`config.mk`:
```
export PLATFORM = sky130hd
export DESIGN_NAME = flash_prog_rx
export DESIGN_NICKNAME = d
export VERILOG_FILES = /design/src/rtl/flash_prog_pkg.sv /design/src/rtl/be_shift32.sv /design/src/rtl/flash_prog_rx.sv
export SDC_FILE = /design/constraint.sdc
export NUM_CORES = 1
export LEC_CHECK = 0
export ABC_AREA = 1
export CAP_MARGIN = 20
export CORE_ASPECT_RATIO = 1.1
export CORE_UTILIZATION = 45
export CTS_BUF_LIST = sky130_fd_sc_hd__clkbuf_4
export DETAILED_ROUTE_END_ITERATION = 16
export PLACE_DENSITY = 0.81
export RECOVER_POWER = 25
export SKIP_LAST_GASP = 1
export SLEW_MARGIN = 20
export SYNTH_ARGS = -nofsm -noshare
export SYNTH_HDL_FRONTEND = slang
export SYNTH_SLANG_ARGS = --single-unit
```
`constraint.sdc`:
```
create_clock -name clock -period 2.29 [get_ports clock]
set_input_delay 0.229 -clock clock [delete_from_list [all_inputs] [get_ports clock]]
set_output_delay 0.229 -clock clock [all_outputs]
set_load 0.01 [all_outputs]
```
`src/rtl/flash_prog_pkg.sv`:
```
// Shared constants and state encoding for the flash command parser.
package flash_prog_pkg;

  localparam logic [7:0] HDR_B0      = 8'hEF;
  localparam logic [7:0] HDR_B1      = 8'hFE;
  localparam logic [7:0] HDR_B2      = 8'h03;
  localparam logic [7:0] CMD_PROGRAM = 8'h01;
  localparam logic [7:0] CMD_ERASE   = 8'h02;

  localparam int unsigned PAGE_BYTES = 256;

  typedef enum logic [2:0] {
    ST_IDLE,
    ST_HDR,
    ST_SEQ,
    ST_COUNT,
    ST_DATA,
    ST_DROP,
    ST_ERASE_SEQ
  } state_t;

endpackage

```
`src/rtl/be_shift32.sv`:
```
// Four-byte big-endian field collector; done flags the shift that completes the word.
module be_shift32 (
  input  logic        clock,
  input  logic        reset_n,
  input  logic        clr,
  input  logic        shift_en,
  input  logic [7:0]  din,
  output logic [31:0] value,
  output logic [31:0] assembled,
  output logic        done
);

  logic [1:0] byte_cnt;

  // assembled is the word as it will read once din has been shifted in
  assign assembled = {value[23:0], din};
  assign done      = shift_en && (byte_cnt == 2'd3);

  always_ff @(posedge clock or negedge reset_n) begin
    if (!reset_n) begin
      value    <= '0;
      byte_cnt <= '0;
    end else if (clr) begin
      value    <= '0;
      byte_cnt <= '0;
    end else if (shift_en) begin
      value    <= assembled;
      byte_cnt <= byte_cnt + 2'd1;
    end
  end

endmodule

```
`src/rtl/flash_prog_rx.sv`:
```
// Parses erase / program-block commands from the UDP payload stream and
// admits whole 256-byte pages into the flash writer's Rx FIFO.
//
// state      | meaning
// -----------+-----------------------------------------------------
// IDLE       | waiting for a start-of-frame byte EF
// HDR        | matching FE, 03 and the command code
// SEQ        | collecting 4-byte sequence number (program)
// COUNT      | collecting 4-byte block count, admission decision
// DATA       | forwarding page bytes to the FIFO
// DROP       | discarding the rest of a rejected frame
// ERASE_SEQ  | collecting sequence number, then raising erase
module flash_prog_rx #(
  parameter int unsigned PAGE_BYTES = flash_prog_pkg::PAGE_BYTES,
  parameter int unsigned FIFO_DEPTH = 1024
) (
  input  logic        clock,
  input  logic        reset_n,
  input  logic [7:0]  rx_data,
  input  logic        rx_valid,
  input  logic        rx_sop,
  input  logic [9:0]  fifo_used,
  output logic        fifo_wrreq,
  output logic [7:0]  fifo_data,
  output logic        erase,
  input  logic        erase_ACK,
  output logic [13:0] num_blocks,
  output logic [31:0] seq_num,
  output logic [7:0]  dropped
);

  import flash_prog_pkg::*;

  localparam logic [9:0] ADMIT_LIMIT = 10'(FIFO_DEPTH - PAGE_BYTES);
  localparam logic [8:0] LAST_BYTE   = 9'(PAGE_BYTES - 1);

  state_t      state, state_nxt;
  logic [1:0]  hdr_idx;
  logic [8:0]  data_cnt;

  logic        byte_in, sop_in;
  logic        sr_clr, seq_shift, cnt_shift;
  logic        seq_done, cnt_done;
  logic        fits;
  logic        wr_en, admit, reject, erase_done, abort_data;
  logic [31:0] seq_value, seq_assembled;
  logic [31:0] unused_cnt_value, cnt_assembled;
  logic        unused_cnt_hi;

  assign byte_in = rx_valid && !rx_sop;
  assign sop_in  = rx_valid && rx_sop;
  assign fits    = (fifo_used <= ADMIT_LIMIT);
  assign unused_cnt_hi = ^cnt_assembled[31:14];

  be_shift32 u_seq_sr (
    .clock     (clock),
    .reset_n   (reset_n),
    .clr       (sr_clr),
    .shift_en  (seq_shift),
    .din       (rx_data),
    .value     (seq_value),
    .assembled (seq_assembled),
    .done      (seq_done)
  );

  be_shift32 u_cnt_sr (
    .clock     (clock),
    .reset_n   (reset_n),
    .clr       (sr_clr),
    .shift_en  (cnt_shift),
    .din       (rx_data),
    .value     (unused_cnt_value),
    .assembled (cnt_assembled),
    .done      (cnt_done)
  );

  always_ff @(posedge clock or negedge reset_n) begin
    if (!reset_n) state <= ST_IDLE;
    else          state <= state_nxt;
  end

  // A start-of-frame byte restarts parsing from any state
  always_comb begin
    state_nxt = state;
    if (sop_in) begin
      state_nxt = (rx_data == HDR_B0) ? ST_HDR : ST_IDLE;
    end else if (byte_in) begin
      case (state)
        ST_IDLE: state_nxt = ST_IDLE;
        ST_HDR: begin
          case (hdr_idx)
            2'd0:    if (rx_data != HDR_B1) state_nxt = ST_IDLE;
            2'd1:    if (rx_data != HDR_B2) state_nxt = ST_IDLE;
            default: begin
              if (rx_data == CMD_ERASE)        state_nxt = ST_ERASE_SEQ;
              else if (rx_data == CMD_PROGRAM) state_nxt = ST_SEQ;
              else                             state_nxt = ST_IDLE;
            end
          endcase
        end
        ST_SEQ:       if (seq_done) state_nxt = ST_COUNT;
        ST_COUNT:     if (cnt_done) state_nxt = fits ? ST_DATA : ST_DROP;
        ST_DATA:      if (data_cnt == LAST_BYTE) state_nxt = ST_IDLE;
        ST_DROP:      state_nxt = ST_DROP;
        ST_ERASE_SEQ: if (seq_done) state_nxt = ST_IDLE;
        default:      state_nxt = ST_IDLE;
      endcase
    end
  end

  always_comb begin
    sr_clr     = (state == ST_HDR) || sop_in;
    seq_shift  = byte_in && ((state == ST_SEQ) || (state == ST_ERASE_SEQ));
    cnt_shift  = byte_in && (state == ST_COUNT);
    wr_en      = byte_in && (state == ST_DATA);
    admit      = (state == ST_COUNT) && cnt_done && fits;
    reject     = (state == ST_COUNT) && cnt_done && !fits;
    erase_done = (state == ST_ERASE_SEQ) && seq_done;
    abort_data = sop_in && (state == ST_DATA);
  end

  always_ff @(posedge clock or negedge reset_n) begin
    if (!reset_n) begin
      hdr_idx  <= '0;
      data_cnt <= '0;
    end else begin
      if (sop_in || (state != ST_HDR)) hdr_idx <= '0;
      else if (byte_in)                hdr_idx <= hdr_idx + 2'd1;

      if (sop_in || (state != ST_DATA)) data_cnt <= '0;
      else if (wr_en)                   data_cnt <= data_cnt + 9'd1;
    end
  end

  always_ff @(posedge clock or negedge reset_n) begin
    if (!reset_n) begin
      fifo_wrreq <= 1'b0;
      fifo_data  <= '0;
      erase      <= 1'b0;
      num_blocks <= '0;
      seq_num    <= '0;
      dropped    <= '0;
    end else begin
      fifo_wrreq <= wr_en;
      if (wr_en) fifo_data <= rx_data;

      if (admit) begin
        num_blocks <= cnt_assembled[13:0];
        seq_num    <= seq_value;
      end
      if (erase_done) seq_num <= seq_assembled;

      // An ack in the same cycle as a new erase frame wins: the frame is absorbed
      if (erase && erase_ACK) erase <= 1'b0;
      else if (erase_done)    erase <= 1'b1;

      if ((reject || abort_data) && (dropped != 8'hFF)) dropped <= dropped + 8'd1;
    end
  end

endmodule

```
==> results.py <==
metrics = {
    "clock_tree": {
        "cts_buffers": 17,
        "clock_path_buffers": 2,
        "htree_levels": 4,
        "clock_sinks": 120,
        "clockRootBuffer": "clkbuf_4",
        "clock_latency_ps": 520,
        "post_cts_buffers": 0,
        "tritoncts": "built",
        "clk_pin_slew_ps": 110,
    },
    "logic_synthesis": {
        "synth.mux.area_fraction": 0.00185,
        "netlist_area_um2": 5400,
        "syn_nets": 657,
        "synth_area_per_cell_um2": 8.62,
        "synth-xor-area-share": 0.0113,
        "ys_seq_area_frac": 0.556,
        "ys_types": 32,
        "synth-compound-area-share": 0.143,
        "synth_top_family_by_area": "simple AND/OR/NAND/NOR gates",
        "yosys_warnings": 0,
        "syn-instance-count": 627,
        "synth_seq_cells": 120,
        "synth_fa_ha_area_frac": 0.0162,
        "yosys.area_share.simple": 0.188,
    },
    "die": {
        "initial_core_util": 0.466,
        "core-area_um2": 11600,
        "num_io_pins": 87,
        "die_h_um": 117,
        "dieArea_um2": 12500,
        "die_x_um": 106,
        "num_rows": 41,
    },
    "finish": {
        "drive_gt1_frac": 0.0686,
        "final_cell_area_um2": 6790,
        "area_growth_pct": 25.6,
        "final_net_count": 746,
        "diodes": 0,
        "fin_util": 0.586,
        "final_cell_count_no_fill": 879,
    },
    "worst_setup_path": {
        "cp.required_ps": 2720,
        "cp-end-kind": "register",
        "cp_cell_sequence": "inv_1, nand3_1, nand2_1, inv_1, nand2_1, buf_4, o22ai_1",
        "rrSetupSlack_ps": 360,
        "r2r_end": "u_seq_sr.value[17]$_DFFE_PN0P_",
        "cpPeakStageDelay_ps": 580,
        "critPathArrivalTime_ps": 2360,
        "critPathKind": "register to register",
        "crit_slowest_cell": "dfrtp_1",
        "critical_path.reg2reg.startpoint": "state[2]$_DFFE_PN0P_",
        "startpoint": "state[2]$_DFFE_PN0P_",
        "crit_path_max_fanout": 31,
        "critical_path_buf_inv_count": 3,
        "start_kind": "register",
        "path_depth": 7,
        "r2r_cells": 7,
        "crit_family": "buffers and inverters",
        "critPathCapture": "u_seq_sr.value[17]$_DFFE_PN0P_",
    },
    "global_routing": {
        "grtUsageTotal": 0.221,
        "grt_max_degree": 64,
        "grt_first_pass_wirelength_um": 21200,
        "first_global_vias": 4447,
        "grt_antenna_before_repair": 0,
        "grt_overflow_total": 0,
    },
    "place": {
        "pre_cts_ws_ps": 2.67,
        "postPlaceCellArea_um2": 6400,
        "dpl.hpwl_um": 9160,
        "gp_congestion": 0.892,
        "dpl.cell_count": 846,
        "port_buffers": 86,
    },
    "power": {
        "p_leak_nw": 3.31,
        "ir_drop_mv": 0.333,
        "p_per_area_nw_per_um2": 639,
        "power_mw": 4.34,
    },
    "sta": {
        "slew_viol_final": 32,
        "setup_viol": 0,
        "slew_headroom": -0.179,
        "period_minus_slack_ps": 1930,
        "grt_setup_unrepaired": "false",
        "fin_crit_sh": 0.842,
        "setup_tns_ps": 0,
        "setup_ws_ps": 362,
        "fmax_mhz": 519,
        "clock_skew_ps": 15.0,
        "tightest_slew_ps": 1770,
        "hold_viol": 0,
        "holdWs_ps": 277,
    },
    "min_path": {
        "hold_class": "input port to register",
    },
    "route": {
        "dr.pass1.iters": 4,
        "wl_um": 12800,
        "drc_errors": 0,
        "first_iter_violations": 204,
        "avgViaCountPerCell": 5.12,
        "num_vias": 4504,
        "wl_per_cell_um": 14.5,
        "antenna_left": 0,
    },
    "run_status": {
        "status": "complete, but fails checks",
        "violations": "max-capacitance violations, max-slew violations",
    },
    "job": {
        "max_cap_violations": 1,
    },
}
[cell usage after synthesis, drive strengths merged]
| library cell | count | share of area |
|---|---|---|
| a211oi | 2 | 0.0028 |
| a21oi | 40 | 0.037 |
| a32o | 1 | 0.0019 |
| buf | 19 | 0.022 |
| clkbuf | 5 | 0.0035 |
| clkinv | 1 | 0.00093 |
| dfrtp | 120 | 0.56 |
| ha | 7 | 0.016 |
| inv | 82 | 0.057 |
| mux2i | 1 | 0.0019 |
| nand2 | 133 | 0.095 |
| nand3 | 38 | 0.038 |
| nand3b | 3 | 0.0042 |
| nand4 | 2 | 0.0023 |
| nor2 | 63 | 0.047 |
| nor3 | 1 | 0.00093 |
| o21a | 1 | 0.0014 |
| o21ai | 70 | 0.066 |
| o22ai | 30 | 0.035 |
| or2 | 1 | 0.0012 |
| xnor2 | 1 | 0.0016 |
| xor2 | 6 | 0.0097 |
[placed cells by master (no fill, tap or decap), drive strengths merged]
cell type        n
nand2          133
dfrtp          120
clkdlybuf4s50   85
inv             82
o21ai           70
nor2            63
a21oi           40
nand3           38
o22ai           30
clkbuf          18
ha               7
bufinv           7
buf              7
clkinv           7
xor2             6
nand3b           3
nand4            2
a211oi           2
clkinvlp         2
o21a             1
a32o             1
or2              1
mux2i            1
xnor2            1
nor3             1
dlygate4sd3      1
[power by group]
| part | switching, mW | internal (mW) | total, mW | leakage [nW] |
|---|---|---|---|---|
| sequential | 0.0132 | 2.14 | 2.15 | 1.67 |
| clock | 0.792 | 1.18 | 1.97 | 0.194 |
| combinational | 0.127 | 0.0863 | 0.214 | 1.45 |
[worst register-to-register path: stages, from the launching register on]
cell and delay (ps):
dfrtp_1 580, inv_1 110, nand3_1 230, nand2_1 110
inv_1 280, nand2_1 80, buf_4 250, o22ai_1 180
[kinds of logic after synthesis]
family          Yosys count
compound gates          144
xor+xnor                  7
fa+ha+maj                 7
buf+inv                 107
flops                   120
mux                       1
simple gates            241
[area by class of cell]
class | count | area (um^2)
clock buffer | 17 | 128
clock inverter | 15 | 255
fill | 1033 | 4800
inverter | 83 | 313
multi-input combinational | 400 | 1950
sequential | 120 | 3000
tap | 150 | 188
timing repair buffer | 94 | 955
[registers in the layout, summed over array words and instances (netlist names)]
name               count
data_cnt               9
dropped                8
erase                  1
fifo_data              8
fifo_wrreq             1
hdr_idx                2
num_blocks            14
seq_num               32
state                  3
u_cnt_sr.byte_cnt      2
u_cnt_sr.value         6
u_seq_sr.byte_cnt      2
u_seq_sr.value        32
[repair_timing]
action	CTS	global route
hold buffers	1	0
hold endpoints to repair	30	0
gates resized for setup	0	0
[metal layers]
layer | track usage | vias up | wire [um]
met3 | 0.0581 | 25 | 576
met1 | 0.259 | 2139 | 5470
li1 | - | 2226 | -
met5 | 0 | - | 0
met4 | 0.102 | 0 | 293
met2 | 0.383 | 114 | 6430
[worst min-delay path by stage]
| stage | startpoint | to | slack (ps) | depth (start not counted) |
|---|---|---|---|---|
| after floorplan | reset_n | data_cnt[0]$_DFFE_PN0P_ | -70 | 0 |
| after global placement | reset_n | erase$_DFFE_PN0P_ | 190 | 1 |
| after detailed placement | reset_n | erase$_DFFE_PN0P_ | 190 | 1 |
| after CTS | reset_n | u_seq_sr.byte_cnt[1]$_DFFE_PN0P_ | 160 | 2 |
| after global routing | erase_ACK | erase$_DFFE_PN0P_ | 240 | 2 |
| final | erase_ACK | erase$_DFFE_PN0P_ | 280 | 2 |
Note: power is estimated with default switching activity, not from simulation.
